<file path="src/rtl/mul_pkg.sv">
// Shared types and constants for the 2x3 time-shared multiplier.
package mul_pkg;

    typedef enum logic [1:0] {
        IDLE = 2'd0,
        RUN  = 2'd1,
        DONE = 2'd2
    } state_e;

    localparam int DIG_A = 2;
    localparam int DIG_B = 3;
    localparam int PP_W  = DIG_A + DIG_B;

endpackage

</file>
<file path="src/rtl/mul2x3_core.sv">
// Combinational unsigned 2-bit x 3-bit multiplier built from an explicit
// partial-product array reduced with half/full adders.
module mul2x3_core
    import mul_pkg::*;
(
    input  logic [DIG_A-1:0] a,
    input  logic [DIG_B-1:0] b,
    output logic [PP_W-1:0]  p
);

    logic pp00, pp01, pp02, pp10, pp11, pp12;
    logic s1, c1, s2, c2, s3, c3;

    always_comb begin
        pp00 = a[0] & b[0];
        pp01 = a[0] & b[1];
        pp02 = a[0] & b[2];
        pp10 = a[1] & b[0];
        pp11 = a[1] & b[1];
        pp12 = a[1] & b[2];

        // column 1: half adder, column 2: full adder, column 3: half adder
        s1 = pp01 ^ pp10;
        c1 = pp01 & pp10;
        s2 = pp02 ^ pp11 ^ c1;
        c2 = (pp02 & pp11) | (pp02 & c1) | (pp11 & c1);
        s3 = pp12 ^ c2;
        c3 = pp12 & c2;

        p = {c3, s3, s2, s1, pp00};
    end

endmodule

</file>
<file path="src/rtl/mul2x3_seq_sched.sv">
// Unsigned W_A x W_B multiplier that walks every (A digit, B digit) pair
// through one shared 2x3 core, accumulating shifted partial products.
module mul2x3_seq_sched
    import mul_pkg::*;
#(
    parameter  int W_A    = 8,
    parameter  int W_B    = 6,
    localparam int NA     = W_A / DIG_A,
    localparam int NB     = W_B / DIG_B,
    localparam int NSTEP  = NA * NB,
    localparam int STEP_W = (NSTEP > 1) ? $clog2(NSTEP) : 1
) (
    input  logic                 clk,
    input  logic                 rst,
    input  logic                 in_valid,
    output logic                 in_ready,
    input  logic [W_A-1:0]       a_in,
    input  logic [W_B-1:0]       b_in,
    output logic                 out_valid,
    input  logic                 out_ready,
    output logic [W_A+W_B-1:0]   product,
    output logic                 busy,
    output logic [STEP_W-1:0]    step
);

    localparam int P_W  = W_A + W_B;
    localparam int IA_W = (NA > 1) ? $clog2(NA) : 1;
    localparam int JB_W = (NB > 1) ? $clog2(NB) : 1;
    localparam int SH_W = $clog2(P_W);

    state_e            state_q, state_d;
    logic [W_A-1:0]    a_q, a_d;
    logic [W_B-1:0]    b_q, b_d;
    logic [P_W-1:0]    acc_q, acc_d;
    logic [STEP_W-1:0] step_q, step_d;
    logic [IA_W-1:0]   i_q, i_d;
    logic [JB_W-1:0]   j_q, j_d;

    logic              accept;
    logic              last_step;
    logic [DIG_A-1:0]  a_sel;
    logic [DIG_B-1:0]  b_sel;
    logic [PP_W-1:0]   pp;
    logic [SH_W-1:0]   sh;

    // Digit views of the latched operands; i_q/j_q select one of each.
    logic [DIG_A-1:0] a_dig [NA];
    logic [DIG_B-1:0] b_dig [NB];

    for (genvar k = 0; k < NA; k++) begin : g_adig
        assign a_dig[k] = a_q[DIG_A*k +: DIG_A];
    end
    for (genvar k = 0; k < NB; k++) begin : g_bdig
        assign b_dig[k] = b_q[DIG_B*k +: DIG_B];
    end

    assign a_sel = a_dig[i_q];
    assign b_sel = b_dig[j_q];

    mul2x3_core u_core (
        .a (a_sel),
        .b (b_sel),
        .p (pp)
    );

    assign in_ready  = (state_q == IDLE) | ((state_q == DONE) & out_ready);
    assign accept    = in_valid & in_ready;
    assign last_step = (step_q == STEP_W'(NSTEP - 1));
    assign sh        = SH_W'(DIG_A * int'(i_q) + DIG_B * int'(j_q));

    assign out_valid = (state_q == DONE);
    assign busy      = (state_q == RUN);
    assign product   = acc_q;
    assign step      = step_q;

    always_comb begin
        state_d = state_q;
        a_d     = a_q;
        b_d     = b_q;
        acc_d   = acc_q;
        step_d  = step_q;
        i_d     = i_q;
        j_d     = j_q;

        case (state_q)
            IDLE: if (accept) state_d = RUN;
            RUN:  if (last_step) state_d = DONE;
            DONE: if (out_ready) state_d = accept ? RUN : IDLE;
            default: state_d = IDLE;
        endcase

        if (accept) begin
            a_d    = a_in;
            b_d    = b_in;
            acc_d  = '0;
            step_d = '0;
            i_d    = '0;
            j_d    = '0;
        end else if (state_q == RUN) begin
            acc_d = acc_q + (P_W'(pp) << sh);
            // A digits form the inner loop; counters park at 0 after the last step
            if (last_step) begin
                step_d = '0;
                i_d    = '0;
                j_d    = '0;
            end else begin
                step_d = step_q + 1'b1;
                if (i_q == IA_W'(NA - 1)) begin
                    i_d = '0;
                    j_d = j_q + 1'b1;
                end else begin
                    i_d = i_q + 1'b1;
                end
            end
        end
    end

    always_ff @(posedge clk or posedge rst) begin
        if (rst) begin
            state_q <= IDLE;
            a_q     <= '0;
            b_q     <= '0;
            acc_q   <= '0;
            step_q  <= '0;
            i_q     <= '0;
            j_q     <= '0;
        end else begin
            state_q <= state_d;
            a_q     <= a_d;
            b_q     <= b_d;
            acc_q   <= acc_d;
            step_q  <= step_d;
            i_q     <= i_d;
            j_q     <= j_d;
        end
    end

endmodule

</file>
<file path="config.mk">
export PLATFORM = sky130hd
export DESIGN_NAME = mul2x3_seq_sched
export DESIGN_NICKNAME = d
export VERILOG_FILES = /design/src/rtl/mul_pkg.sv /design/src/rtl/mul2x3_core.sv /design/src/rtl/mul2x3_seq_sched.sv
export SDC_FILE = /design/constraint.sdc
export NUM_CORES = 1
export LEC_CHECK = 0
export BUFFER_PORTS_ARGS = -buffer_cell sky130_fd_sc_hd__buf_2
export CORE_UTILIZATION = 55
export DETAILED_ROUTE_END_ITERATION = 6
export PLACE_DENSITY = 0.76
export RECOVER_POWER = 50
export SLEW_MARGIN = 10
export SYNTH_ARGS = -nofsm -noshare
export SYNTH_HDL_FRONTEND = slang
export SYNTH_SLANG_ARGS = --single-unit
</file>
<file path="constraint.sdc">
create_clock -name clk -period 4.8 [get_ports clk]
set_input_delay 0.24 -clock clk [delete_from_list [all_inputs] [get_ports clk]]
set_output_delay 0.24 -clock clk [all_outputs]
set_load 0.05 [all_outputs]
</file>
# Word level (Yosys, flattened, before mapping)
# Index checks and enable logic that the tools add are counted.
dict set report word_totals {
  reg_bits 36
  latch_bits 0
  mem_bits_rw 0
  romBits 0
  in_bits 18
  output_inout_bits 20
  wordCells 74
  n_memories 0
}
dict set report op_classes {
  addsub 5
  n_mul 1
  div 0
  order_cmp 2
  n_eq_ne 7
  n_shift 1
  muxes 24
  n_bitwise 22
  n_reduce_logical 5
}
# cell n
set op_table {}
lappend op_table {{$mux W14} 2}
lappend op_table {{$mux W2} 9}
lappend op_table {{$mux W3} 6}
lappend op_table {{$add A14 B14 Y14} 1}
lappend op_table {{$shl A5 B4 Y14} 1}
lappend op_table {{$and A1 B1 Y1} 13}
lappend op_table {{$pmux W2 S3} 1}
lappend op_table {{$mux W1} 5}
lappend op_table {{$add A3 B3 Y4} 1}
lappend op_table {{$bmux W2 S2} 1}
lappend op_table {{$eq A2 B2 Y1 const B} 2}
lappend op_table {{$ne A2 B1 Y1 const B} 2}
lappend op_table {{$xor A1 B1 Y1} 4}
lappend op_table {{$add A3 B1 Y3 const B} 1}
lappend op_table {{$eq A3 B3 Y1 const B} 1}
lappend op_table {{$ge A3 B3 Y1 const B} 1}
lappend op_table {{$mul A2 B1 Y3 const A} 1}
lappend op_table {{$not A2 Y3} 1}
lappend op_table {{$or A1 B1 Y1} 3}
lappend op_table {{$reduce_and A3 Y1} 1}
lappend op_table {{$reduce_bool A3 Y1} 1}
lappend op_table {{$add A2 B1 Y2 const B} 1}
lappend op_table {{$eq A2 B1 Y1 const B} 1}
lappend op_table {{$ge A2 B2 Y1 const B} 1}
lappend op_table {{6 further kinds} 6}

# Logic depth before layout (Yosys ltp)
dict set report depth {
  word_depth 14
  ltp_mapped 19
  mapped_depth_nobuf 19
}

# By module
# From an unflattened synthesis, not the netlist that was laid out.
dict set report unflattened {
  hier_cells 295
  area_unflattened_um2 2527.4
}
# module instances cells_each area_per_inst_um2 seq_area_each_um2
set modules_own_cells {}
lappend modules_own_cells {mul2x3_seq_sched 1 278 2401.1 900.9}
lappend modules_own_cells {mul2x3_core 1 17 126.4 0.0}

# Worst setup path after synthesis
# No wires, ideal clock.
dict set report synth_path {
  kind {register to register}
  startpoint {register i_q[0]}
  endpoint {register acc_q[13] (netlist: product[13])}
  setup_ns 0.148
  t_arrival_ns 4.169
  required_ns 4.652
  path_slack_ns 0.484
  stages_incl_launch_ff 16
  n_path_buf 0
  period_less_slack_ns 4.316
  path_cell_list {dfrtp_1 mux4_1 a21boi_0 ha_1 fa_1 ha_1 mux2_2 a21oi_1 a211oi_1 ha_1 a2111oi_4 o221ai_1 a221oi_1 xnor2_1 nand2_1 mux2i_1}
}
dict set report synth_via {
  elab_chain_len 14
  elab_cells_between_ends 26
  cone_classes {add/sub: 2; shift: 1; mux: 5; bitwise: 18}
}
# item line
set synth_rtl {}
lappend synth_rtl {{start, declared} mul2x3_seq_sched.sv:36} ;# logic [IA_W-1:0] i_q, i_d;
lappend synth_rtl {{start signal, assigned} mul2x3_seq_sched.sv:133} ;# i_q <= i_d;
lappend synth_rtl {{$not A2 Y3 (not written as such)} mul2x3_seq_sched.sv:57} ;# assign a_sel = a_dig[i_q];
lappend synth_rtl {{$bmux W2 S2} mul2x3_seq_sched.sv:57}
lappend synth_rtl {{$mux W2 (not written as such) (2 in series)} mul2x3_seq_sched.sv:57}
lappend synth_rtl {{$and A1 B1 Y1 (on tied branches)} {mul2x3_core.sv:16, mul2x3_core.sv:18}}
lappend synth_rtl {{$and A1 B1 Y1} mul2x3_core.sv:24} ;# c1 = pp01 & pp10;
lappend synth_rtl {{$and A1 B1 Y1} mul2x3_core.sv:26} ;# c2 = (pp02 & pp11) | (pp02 & c1) | (pp11 & c1);
lappend synth_rtl {{$or A1 B1 Y1 (2 in series)} mul2x3_core.sv:26}
lappend synth_rtl {{$xor A1 B1 Y1 / $and A1 B1 Y1 (equally long branches)} {mul2x3_core.sv:27, mul2x3_core.sv:28}}
lappend synth_rtl {{$shl A5 B4 Y14 *} mul2x3_seq_sched.sv:100} ;# acc_d = acc_q + (P_W'(pp) << sh);
lappend synth_rtl {{$add A14 B14 Y14 *} mul2x3_seq_sched.sv:100}
lappend synth_rtl {{$mux W14 *} mul2x3_seq_sched.sv:99} ;# end else if (state_q == RUN) begin
lappend synth_rtl {{$mux W14 *} mul2x3_seq_sched.sv:92} ;# if (accept) begin
lappend synth_rtl {{end signal, assigned} mul2x3_seq_sched.sv:123} ;# acc_q <= '0;
lappend synth_rtl {{end signal, assigned} mul2x3_seq_sched.sv:131} ;# acc_q <= acc_d;
lappend synth_rtl {{end, declared} mul2x3_seq_sched.sv:34} ;# logic [P_W-1:0] acc_q, acc_d;
# Every way passes the cells marked *; elsewhere a longest branch is shown, timed or not. The select of a mux whose other input is x is not followed.
# A chain may end at the register's enable or synchronous reset.

# Final worst setup path
# Ends and elaborated chain as after synthesis.

==> results.sh <==
export IMPL_synth_main_ff_cell="dfrtp_1"
export IMPL_rrSetupSlack_ns=0.22
export IMPL_cts_htree_levels=2
export IMPL_period_needed_ns=4.58
export IMPL_start_util_pct=57.8
export IMPL_arrival_ns=4.76
export IMPL_cts_buffers=5
export IMPL_grt_pass1_wl_um=9940
export IMPL_synth_top_area_share_pct=35.3
export IMPL_pwr_density_cell_nw_per_um2=803
export IMPL_core_um2=4410
export IMPL_yosysTopAreaCell="dfrtp_1"
export IMPL_synthTopCellsByCount="nand2_1 (69), dfrtp_1 (36), o21ai_0 (21), ha_1 (20), a21oi_1 (16)"
export IMPL_clockRootBuffer="clkbuf_8"
export IMPL_grt_pass1_vias=2106
export IMPL_routed_wirelength_um=5890
export IMPL_p_leak_uw=0.00136
export IMPL_synth_warnings=0
export IMPL_skew_ns=0.00740
export IMPL_floorplan_die_area_um2=4920
export IMPL_async_flop_share_pct=100
export IMPL_min_path_type="in -> reg"
export IMPL_violations="capacitance limit, slew limit"
export IMPL_synth_edf_count=0
export IMPL_grt_ovfl_total=0
export IMPL_fmaxAchievable_ghz=0.219
export IMPL_drc=0
export IMPL_syn_to_final_growth_pct=11.7
export IMPL_yosysMostFrequentCell="nand2_1"
export IMPL_crit_fanout=8
export IMPL_path_clk_slew_ns=0.08
export IMPL_placed_area_um2=2750
export IMPL_dr_pass1_iters=4
export IMPL_worstReg2RegEnd="product[13]"
export IMPL_setup_violations=0
export IMPL_crit_slowest_cell="mux4_1"
export IMPL_cpPeakStageDelay_ns=0.60
export IMPL_drt_iter0_drc=214
export IMPL_grt_usage_pct=25.7
export IMPL_antenna_left=0
export IMPL_postCtsHoldBufs=0
export IMPL_worstSkewPairLatency_ns=0.30
export IMPL_cp_end_kind="flip-flop"
export IMPL_hold_depth=3
export IMPL_max_cap_violations=1
export IMPL_cp_common_cell="ha_1"
export IMPL_yosysSeqAreaShare_pct=35.3
export IMPL_route_vias_total=2245
export IMPL_synth_cell_types=53
export IMPL_synthCells=297
export IMPL_clock_sinks=36
export IMPL_relSlewSlack_pct=-33.9
export IMPL_synth_area_leaders="dfrtp_1 (35%), nand2_1 (10%), ha_1 (9.8%)"
export IMPL_tightest_slew_ns=2.01
export IMPL_slew_viol_final=37
export IMPL_portBuffers=37
export IMPL_die_w_um=70.1
export IMPL_syn_area_um2=2550
export IMPL_drive_above_1_share_pct=14.5
export IMPL_row_count=24
export IMPL_cp_start_kind="flip-flop"
export IMPL_avgSynthCellArea_um2=8.59
export IMPL_wl_per_cell_um=15.4
export IMPL_irDropWorstVdd_mv=0.572
export IMPL_crit_chain="mux4_1 -> a21boi_0 -> ha_1 -> fa_1 -> ha_1 -> mux2_2 -> a21oi_1 -> a211oi_1 -> ha_1 -> a2111oi_4 -> o221ai_1 -> a221oi_1 -> xnor2_1 -> nand2_1 -> mux2i_1"
export IMPL_cts_buffer_depth=2
export IMPL_critical_path_class="reg -> reg"
export IMPL_hold_viol_final=0
export IMPL_r2r_start="i_q[0]"
export IMPL_place_hpwl_um=4330
export IMPL_final_area_um2=2850
export IMPL_ios=38
export IMPL_diodes=0
export IMPL_worst_r2r_cell_count=15
export IMPL_nets=370
export IMPL_whs_endpoint="a_q[0]"
export IMPL_gp_congestion=0.912
export IMPL_cts_tree="done"
export IMPL_synth_seq_cells=36
export IMPL_grt_max_degree=37
export IMPL_hold_start="a_in[0]"
export IMPL_rsz0062_at_grt="false"
export IMPL_final_setup_tns_ns=0
export IMPL_status="complete, but fails checks"
export IMPL_antenna_found_initial=0
export IMPL_required_ns=4.99
export IMPL_die_y_um=70.1
export IMPL_syn_num_nets=337
export IMPL_layout_worst_path_cycle_share_pct=95.3
export IMPL_via_per_inst=5.86
## kinds of logic after synthesis
family / share of synthesized area, %
AND/OR/NAND/NOR: 22.3
AO/OA/AOI/OAI: 17.8
flip-flops: 35.3
buffers and inverters: 4.31
adder cells (fa/ha/maj): 11.4
multiplexers: 6.47
XOR/XNOR: 2.40
## cells in the final DEF, fill, tap and decap left out, drive strengths merged, types with 4 or more instances in the layout
cell type and count:
o21ai 22, nor3 7, a211oi 4, nand3 10
nand2b 6, xnor2 4, mux2i 6, buf 29
clkbuf 15, nor2 12, a21oi 16, inv 12
nand2 69, nor2b 6, mux2 5, dfrtp 36
ha 20
## state kept, by name, indices dropped and copies added (netlist names)
register,flops
i_q,2
j_q,1
b_q,6
a_q,8
step,3
product,14
state_q,2
## per-stage QoR
step	setup slack [ns]	utilization, %	hold slack (ns)	instances	total power (µW)
floorplan	0.484	-	0.345	297	1710
global placement	0.293	62.4	0.371	375	1970
detailed placement	0.178	62.4	0.395	375	2020
CTS	0.174	64.9	0.0752	383	2300
global route	0.00404	64.6	0.137	383	2480
finish	0.224	64.6	0.130	383	2290
## power by group
| part | internal [µW] | switching [µW] |
|---|---|---|
| sequential | 441 | 118 |
| combinational | 509 | 949 |
| clock | 154 | 119 |
## worst max path at each step
stage | from | endpoint | cells after the start
2_1_floorplan | i_q[0] | product[13] | 15
3_3_place_gp | i_q[0] | product[13] | 15
3_5_place_dp | i_q[0] | product[13] | 15
4_1_cts | i_q[0] | product[13] | 15
5_1_grt | i_q[0] | product[13] | 15
6_report | i_q[0] | product[13] | 15
## routing by layer
metal / track usage, % / vias to the layer above / share of wire, %
met5: 0 / - / 0
li1: - / 1116 / -
met3: 3.75 / 9 / 4.7
met2: 39.2 / 58 / 46
met1: 36.7 / 1062 / 47
met4: 10.7 / 0 / 1.8
## layout make-up
type | instances | area (µm²)
clock buffer | 5 | 68.8
clock inverter | 3 | 42.5
fill | 371 | 1560
inverter | 12 | 45.0
multi-input combinational | 236 | 1540
sequential | 36 | 902
tap | 52 | 65.1
timing repair buffer | 39 | 185
## timing repair
action,4_1_cts,5_1_grt
endpoints found under the setup margin,0,2
buffers inserted,0,0
resized for setup,0,1
## worst max-delay path, delay by kind of cell, from the launching register on
family / cells / cell delay (ns)
AND/OR/NAND/NOR: 1 / 0.08
multiplexers: 3 / 1.03
adder cells (fa/ha/maj): 4 / 1.28
flip-flops: 1 / 0.45
AO/OA/AOI/OAI: 6 / 1.48
XOR/XNOR: 1 / 0.16
Note: power is estimated with default switching activity, not from simulation.
